File: src/rtl/divisor_sequencial.sv
// Unsigned sequential restoring divider: one quotient bit per clock.
// Shares the St/Idle/Done start-and-complete handshake of the shift-add multiplier.
// Ports:
//   Clk        system clock, all state changes on posedge
//   rst        synchronous active-high reset, aborts any running operation
//   Dividendo  dividend, sampled on the accepting edge only
//   Divisor    divisor, sampled on the accepting edge only
//   St         start request, honoured only while Idle=1
//   Quociente  quotient, registered, updated on entry to DONE
//   Resto      remainder, registered, updated on entry to DONE
//   Idle       high while ready to accept St
//   Done       one-cycle completion pulse
//   DivZero    high with Done when the latched divisor was 0, cleared on next accept
module divisor_sequencial #(
   parameter int unsigned WIDTH = 32
) (
   input  logic             Clk,
   input  logic             rst,
   input  logic [WIDTH-1:0] Dividendo,
   input  logic [WIDTH-1:0] Divisor,
   input  logic             St,
   output logic [WIDTH-1:0] Quociente,
   output logic [WIDTH-1:0] Resto,
   output logic             Idle,
   output logic             Done,
   output logic             DivZero
);

   localparam int unsigned CW = $clog2(WIDTH);

   typedef enum logic [1:0] {IDLE, RUN, DONE} state_t;

   state_t           state, state_nxt;
   logic [WIDTH-1:0] q_reg, q_nxt;
   logic [WIDTH-1:0] d_reg, d_nxt;
   // Stored partial remainder is always < D, so WIDTH bits hold it;
   // the extra bit needed for full-range operands lives in the trial value t_c.
   logic [WIDTH-1:0] r_reg, r_nxt;
   logic [WIDTH:0]   t_c, diff_c;
   logic [CW-1:0]    cnt, cnt_nxt;
   logic [WIDTH-1:0] quo_nxt, res_nxt;
   logic             dz_nxt, idle_nxt, done_nxt, accept_c;

   // Next-state, datapath and output decode
   always_comb begin
      state_nxt = state;
      q_nxt     = q_reg;
      r_nxt     = r_reg;
      d_nxt     = d_reg;
      cnt_nxt   = cnt;
      quo_nxt   = Quociente;
      res_nxt   = Resto;
      dz_nxt    = DivZero;

      accept_c = St && Idle && (state == IDLE);
      t_c      = {r_reg, q_reg[WIDTH-1]};
      diff_c   = t_c - {1'b0, d_reg};

      // Idle/Done are registered one cycle behind the state; Idle also drops
      // on the accepting edge so it is never seen high while running.
      idle_nxt = (state == IDLE) && !accept_c;
      done_nxt = (state == DONE);

      case (state)
         IDLE: begin
            if (accept_c) begin
               if (Divisor == '0) begin
                  quo_nxt   = '1;
                  res_nxt   = Dividendo;
                  dz_nxt    = 1'b1;
                  state_nxt = DONE;
               end else begin
                  d_nxt     = Divisor;
                  q_nxt     = Dividendo;
                  r_nxt     = '0;
                  cnt_nxt   = CW'(WIDTH - 1);
                  dz_nxt    = 1'b0;
                  state_nxt = RUN;
               end
            end
         end
         RUN: begin
            if (t_c >= {1'b0, d_reg}) begin
               r_nxt = diff_c[WIDTH-1:0];
               q_nxt = {q_reg[WIDTH-2:0], 1'b1};
            end else begin
               r_nxt = t_c[WIDTH-1:0];
               q_nxt = {q_reg[WIDTH-2:0], 1'b0};
            end
            if (cnt == '0) begin
               quo_nxt   = q_nxt;
               res_nxt   = r_nxt;
               state_nxt = DONE;
            end else begin
               cnt_nxt = cnt - CW'(1);
            end
         end
         DONE:    state_nxt = IDLE;
         default: state_nxt = IDLE;
      endcase
   end

   // State and datapath registers
   always_ff @(posedge Clk) begin
      if (rst) begin
         state     <= IDLE;
         q_reg     <= '0;
         r_reg     <= '0;
         d_reg     <= '0;
         cnt       <= '0;
         Quociente <= '0;
         Resto     <= '0;
         DivZero   <= 1'b0;
         Idle      <= 1'b1;
         Done      <= 1'b0;
      end else begin
         state     <= state_nxt;
         q_reg     <= q_nxt;
         r_reg     <= r_nxt;
         d_reg     <= d_nxt;
         cnt       <= cnt_nxt;
         Quociente <= quo_nxt;
         Resto     <= res_nxt;
         DivZero   <= dz_nxt;
         Idle      <= idle_nxt;
         Done      <= done_nxt;
      end
   end

endmodule

File: config.mk
export PLATFORM = sky130hd
export DESIGN_NAME = divisor_sequencial
export DESIGN_NICKNAME = d
export VERILOG_FILES = /design/src/rtl/divisor_sequencial.sv
export SDC_FILE = /design/constraint.sdc
export NUM_CORES = 1
export LEC_CHECK = 0
export CAP_MARGIN = 20
export CORE_MARGIN = 8
export CORE_UTILIZATION = 54
export CTS_CLUSTER_SIZE = 25
export DETAILED_ROUTE_END_ITERATION = 6
export HOLD_SLACK_MARGIN = 0.03
export PLACE_DENSITY = 0.9
export RECOVER_POWER = 100
export SYNTH_ARGS = -nofsm -noshare
export SYNTH_HDL_FRONTEND = slang
export SYNTH_SLANG_ARGS = --single-unit
File: constraint.sdc
create_clock -name Clk -period 3.46 [get_ports Clk]
set_clock_uncertainty 0.2 [all_clocks]
set_input_delay 0.692 -clock Clk [delete_from_list [all_inputs] [get_ports Clk]]
set_output_delay 0.692 -clock Clk [all_outputs]
set_load 0.01 [all_outputs]
==> results.json, run 1 <==
{
  "status": "complete, but fails checks",
  "violations": "design-rule violations",
  "startpoint": "Divisor[7]",
  "grt_usage_pct": 24.3,
  "period_needed_ps": 3320,
  "routed_wirelength_um": 24500,
  "synth_cells": 1093,
  "synth-adder-area-share_pct": 5.20,
  "grt_antenna_before_repair": 0,
  "cts_max_level": 4,
  "io_pins": 134,
  "routed_via_density": 5.90,
  "synth_top_family_by_area": "compound AO/OA/AOI/OAI gates",
  "cts_buffers": 17,
  "ir_drop_mv": 0.494,
  "die_w_um": 142,
  "startpoint_type": "input port",
  "layout.nets": 1300,
  "placed_cells": 1395,
  "wire_per_inst_um": 17.2,
  "clkPwrFrac_pct": 19.9,
  "antenna_left": 0,
  "die_area_um2": 20200,
  "cts.sinks": 170,
  "timing.fmax_mhz": 302,
  "worstPathArrival_ps": 3420,
  "initial_core_util_pct": 54.5,
  "switching_share_pct": 43.5,
  "synth_compound_area_share_pct": 25.9,
  "setup_viol": 0,
  "num_vias": 8414,
  "synth_edf_count": 0,
  "p_seq_share_pct": 24.3,
  "cp-end-kind": "register",
  "grt_max_degree": 64,
  "relSlewSlack_pct": 19.7,
  "yosysWarnings": 0,
  "drive_gt1_share_pct": 6.85,
  "yosys_register_bits": 170,
  "synth-seq-area-share_pct": 39.7,
  "hold_buffers": 0,
  "cts_tree": "done",
  "dp_hpwl_um": 18100,
  "ys.flop_type": "dfxtp_1",
  "period_share_pct": 95.8,
  "p_per_area_nw_per_um2": 980,
  "worstPathMaxFanout": 8,
  "holdCritPathClass": "reg -> reg",
  "n_antenna_cell": 0,
  "synth_cell_types": 66,
  "rr_startpoint": "d_reg[4]",
  "p_sw_uw": 4610,
  "worstMarginPinSlew_ps": 1210,
  "area.growth.synth_to_final_pct": 26.1,
  "rsz0062_at_grt": "false",
  "drt_iter0_drc": 821,
  "min_to": "d_reg[28]",
  "criticalPathCategory": "in -> reg",
  "setup_tns_ps": 0,
  "clkTransAtPathRegs_ps": 60,
  "die_h_um": 142,
  "hold_viol": 0,
  "syn_area_um2": 8570,
  "clockRootBuffer": "clkbuf_16",
  "rr_worst_depth": 11,
  "first_pass_iters": 7,
  "p_leak_uw": 0.00431,
  "synth_mux_area_share_pct": 0.248,
  "grt-ovfl-total": 0,
  "synth.avg_cell_area_um2": 7.84,
  "clock_path_buffers": 2,
  "num_rows": 46,
  "combPwrFrac_pct": 55.8,
  "r2r_end": "Resto[8]",
  "core_area_um2": 15700,
  "worst_ep_required_time_ps": 3560,
  "io_buffers": 133,
  "async_flop_share_pct": 0,
  "yosys.area_share.simple_pct": 20.0,
  "p_int_uw": 5980,
  "grt_pass1_vias": 7729,
  "syn_nets": 1195,
  "stdcell_count": 1427,
  "grt_pass1_wl_um": 39600,
  "drc": 4,
  "worstSkewPairLatency_ps": 440,
  "cap_violations": 0,
  "regToRegSetupSlack_ps": 180,
  "slew_viol_final": 0,
  "min_from": "d_reg[28]",
  "place.gp.congestion": 0.974,
  "hold_depth": 2,
  "synthXorXnorAreaFrac_pct": 3.07
}
worst max-delay path by stage:
| stage | endpoint | slack, ps | cells after the start |
|---|---|---|---|
| global placement | Resto[28] | 100 | 10 |
| global route | Resto[27] | 20 | 9 |
| detailed placement | Resto[13] | -40 | 9 |
| floorplan | r_reg[28] | 560 | 12 |
| finish | Resto[25] | 140 | 10 |
| CTS | Resto[16] | 140 | 12 |
layer usage:
metal | global-route usage (%) | wire length, um
met2 | 36.3 | 10800
met1 | 34.0 | 11300
met4 | 7.80 | 474
met3 | 5.13 | 1910
met5 | 0 | 0
cells in the mapped netlist, drive strengths merged (2+ instances only):
cell     count  share of area, %
o221ai       2              0.20
o21a         4              0.36
nor3b        2              0.18
nor3         4              0.23
a31oi        7              0.51
or3          5              0.36
o31ai        4              0.35
a22oi       27               2.4
nand2b       3              0.22
clkbuf      51               2.2
a211o        2              0.20
or2          5              0.36
nor4b        2              0.20
dfxtp      170                40
o21ai       21               1.3
ha          34               5.0
nand3       10              0.58
a21o        15               1.3
o211ai       3              0.26
buf         24               1.4
inv         51               2.2
o2111ai      4              0.41
nor4        11              0.80
nand4       11              0.80
a211oi      41               3.8
nor2       154               6.8
xor2        13               1.3
and3         4              0.29
nor2b        3              0.22
a31o         3              0.31
or3b         2              0.20
o22ai        2              0.15
a21oi      100               5.9
a21boi       5              0.44
o21bai       7              0.74
nand2      191               8.4
o21ba        2              0.23
and2         4              0.29
xnor2       17               1.7
a311oi      61               6.2
cells in the final DEF, fill, tap and decap left out, types with 6 or more instances in the layout:
cell type        count
nor4_1              10
dlygate4sd3_1       68
inv_1               51
o21ai_0             18
o21bai_1             6
a211oi_1            39
a21oi_1             98
buf_4               14
nand3_1             10
a21o_1              15
xnor2_1             17
a311oi_1            60
a22oi_1             26
nand4_1             11
nor2_1             152
nand2_1            191
clkdlybuf4s50_1     64
buf_12               6
a31oi_1              7
xor2_1              13
ha_1                34
dfxtp_1            170
clkbuf_16           17
per-stage QoR:
step	setup slack [ps]	hold slack (ps)	cell area [um2]	power (uW)	utilization, %
floorplan	562	236	8570	6680	-
global placement	105	243	10200	8330	64.9
detailed placement	-36.6	247	10200	8390	64.9
CTS	136	256	10800	10500	69.0
finish	144	254	10800	10600	68.8
global route	16.4	280	10800	11300	68.8
worst max-delay path, stage by stage:
cell,delay (ps)
dlygate4sd3_1,560
nor4_1,330
nand4_1,210
or4_1,530
a21oi_1,270
buf_12,170
clkbuf_1,290
nand2_1,110
a21oi_1,170
a211oi_1,90
cells by family after synthesis:
kind of cell               Yosys count
AOI/OAI and AO/OA                  318
xor gates and xnor gates            30
adders and majority gates           35
buffers and inverters              126
DFF                                170
muxes                                2
and+or+nand+nor                    412
power by group through the flow:
stage / Sequential, uW / Combinational, uW / Clock, uW
after floorplan: 2560 / 4120 / 0
after global placement: 2600 / 5740 / 0
after detailed placement: 2610 / 5780 / 0
after CTS: 2570 / 5820 / 2110
after global routing: 2620 / 6480 / 2190
final: 2580 / 5910 / 2100
repair_timing:
item / CTS / global route
gates resized for setup: 0 / 4
setup endpoints to repair: 0 / 11
buffers inserted: 0 / 0
final cells by class:
type | count | area, um2
Timing Repair Buffer | 161 | 1600
Tap cell | 216 | 270
Clock inverter | 14 | 214
Fill cell | 1314 | 4910
Clock buffer | 18 | 439
Sequential cell | 170 | 3400
Inverter | 51 | 191
Multi-Input combinational cell | 797 | 4690
No activity file was read; power rests on OpenSTA's default activity.
==> run 2, diff against run 1 <==
--- a/config.mk
+++ b/config.mk
@@ -13,6 +13,7 @@
 export HOLD_SLACK_MARGIN = 0.03
 export PLACE_DENSITY = 0.9
 export RECOVER_POWER = 100
+export SLEW_MARGIN = 20
 export SYNTH_ARGS = -nofsm -noshare
 export SYNTH_HDL_FRONTEND = slang
 export SYNTH_SLANG_ARGS = --single-unit
==> results of run 2 <==
Same layout as run 1: the final DEF is identical, and so are final timing and power.
==> run 3, diff against run 2 <==
--- a/config.mk
+++ b/config.mk
@@ -6,12 +6,14 @@
 export NUM_CORES = 1
 export LEC_CHECK = 0
 export CAP_MARGIN = 20
+export CELL_PAD_IN_SITES_DETAIL_PLACEMENT = 0
+export CELL_PAD_IN_SITES_GLOBAL_PLACEMENT = 1
 export CORE_MARGIN = 8
-export CORE_UTILIZATION = 54
+export CORE_UTILIZATION = 40
 export CTS_CLUSTER_SIZE = 25
 export DETAILED_ROUTE_END_ITERATION = 6
 export HOLD_SLACK_MARGIN = 0.03
-export PLACE_DENSITY = 0.9
+export PLACE_DENSITY_LB_ADDON = 0.1
 export RECOVER_POWER = 100
 export SLEW_MARGIN = 20
 export SYNTH_ARGS = -nofsm -noshare
==> results.json, run 3 (synthesis results as in run 1) <==
{
  "final_cell_mix": "nand2_1, dfxtp_1, nor2_1",
  "p_per_area_nw_per_um2": 954,
  "clkPwrFrac_pct": 17.8,
  "final_common_cell": "nand2_1",
  "rr_worst_depth": 11,
  "regToRegSetupSlack_ps": 180,
  "placed_cells": 1481,
  "worstPathMaxFanout": 25,
  "cap_violations": 0,
  "drt_iter0_drc": 548,
  "worst_slack_ps": 155,
  "place.gp.congestion": 0.888,
  "area.growth.synth_to_final_pct": 29.3,
  "grt_pass1_wl_um": 41500,
  "critPathMaxStageDelay_ps": 610,
  "hold_slack_ps": 254,
  "core_area_um2": 21000,
  "num_rows": 53,
  "rr_startpoint": "d_reg[3]",
  "worst_ep_required_time_ps": 3590,
  "switching_share_pct": 44.9,
  "die_w_um": 162,
  "routed_wirelength_um": 25300,
  "cts_buffers": 17,
  "period_needed_ps": 3310,
  "routed_via_density": 5.35,
  "grt-ovfl-total": 0,
  "initial_core_util_pct": 40.8,
  "n_antenna_cell": 0,
  "grt_antenna_before_repair": 0,
  "antenna_left": 0,
  "grt_usage_pct": 19.2,
  "worstPathArrival_ps": 3430,
  "drive_gt1_share_pct": 8.89,
  "clkTransAtPathRegs_ps": 70,
  "wl_met3_um": 1410,
  "startpoint_type": "input port",
  "hold_buffers": 0,
  "p_leak_uw": 0.00443,
  "hold_depth": 2,
  "crit_slowest_cell": "or4_1",
  "cp_num_buf_inv": 4,
  "criticalPathCategory": "in -> reg",
  "r2r_end": "Resto[29]",
  "min_to": "d_reg[18]",
  "cp_common_cell": "buf_12",
  "place_ws_ps": -204,
  "worstMarginPinSlew_ps": 683,
  "clockRootBuffer": "clkbuf_16",
  "combPwrFrac_pct": 57.8,
  "cp_top_family": "simple AND/OR/NAND/NOR gates",
  "cp-end-kind": "register",
  "p_sw_uw": 4740,
  "first_pass_iters": 5,
  "dp_hpwl_um": 19200,
  "setup_viol": 0,
  "grt_pass1_vias": 7801,
  "ir_drop_mv": 0.402,
  "slew_viol_final": 0,
  "min_from": "d_reg[18]",
  "period_share_pct": 95.5,
  "num_vias": 8091,
  "die_h_um": 162,
  "status": "finished, final reports clean",
  "wl_met1_um": 13400,
  "layout.nets": 1327,
  "stdcell_area_um2": 11100,
  "io_buffers": 133,
  "grt_max_degree": 67,
  "route.met2.wl_um": 10300,
  "stdcell_count": 1513,
  "post-route-util_pct": 52.7,
  "wire_per_inst_um": 16.8,
  "n_fill_cell": 2099,
  "holdCritPathClass": "reg -> reg",
  "top_layer_used": "met4",
  "hold_viol": 0,
  "io_pins": 134,
  "cts_max_level": 4,
  "timing.fmax_mhz": 303,
  "cts.sinks": 170,
  "placed_area_um2": 10500,
  "die_area_um2": 26400,
  "clock_path_buffers": 2,
  "drc": 0,
  "cts_tree": "done",
  "path_cells": "dlygate4sd3_1 > nor4_1 > buf_4 > nand4_1 > or4_1 > a21oi_4 > buf_12 > buf_12 > nor2_1 > a311oi_1",
  "p_int_uw": 5830,
  "worstSkewPairLatency_ps": 430,
  "relSlewSlack_pct": 54.5,
  "p_seq_share_pct": 24.4
}
run 3: through the flow:
step | setup TNS (ps) | power (uW)
after floorplan | 0 | 6680
after global placement | -7440 | 8660
after detailed placement | -7500 | 8630
after CTS | 0 | 10500
after global routing | -28.7 | 11300
final | 0 | 10600
run 3: what timing repair did:
action,4_1_cts,5_1_grt
gates resized for setup,0,8
setup endpoints to repair,0,10
buffers inserted,0,0
run 3: worst max path at each step:
stage	startpoint	endpoint	slack, ps	depth (start not counted)
2_1_floorplan	q_reg[31]	r_reg[28]	560	12
3_3_place_gp	Divisor[7]	Resto[23]	-170	9
3_5_place_dp	Divisor[7]	Resto[18]	-200	9
4_1_cts	q_reg[31]	r_reg[28]	40	13
5_1_grt	d_reg[3]	Resto[22]	-20	11
6_report	Divisor[16]	Resto[2]	150	10
run 3: layout make-up:
cell class              instances  area, um2  share of cell area [%]
well taps                     275        344                    3.11
flip-flops and latches        170       3400                    30.7
clock inverters                14        145                    1.31
inverters                      51        191                    1.73
repair buffers                188       1850                    16.7
clock buffers                  18        429                    3.87
multi-input cells             797       4720                    42.6
run 3: layer usage:
metal	track usage [%]	vias up
met5	0	-
met4	4.67	0
met3	3.29	17
met2	27.4	224
met1	29.1	3691
li1	-	4159
run 3: worst min-delay path: stages (launching register included):
cell and delay, ps:
dfxtp_1 310, nand2_1 50, a21oi_1 50
run 3: power by group through the flow:
stage	clock [uW]	sequential, uW	combinational (uW)
after global placement	0	2620	6040
after floorplan	0	2560	4120
after detailed placement	0	2630	6000
after global routing	2000	2620	6710
final	1880	2580	6110
after CTS	1920	2580	6040
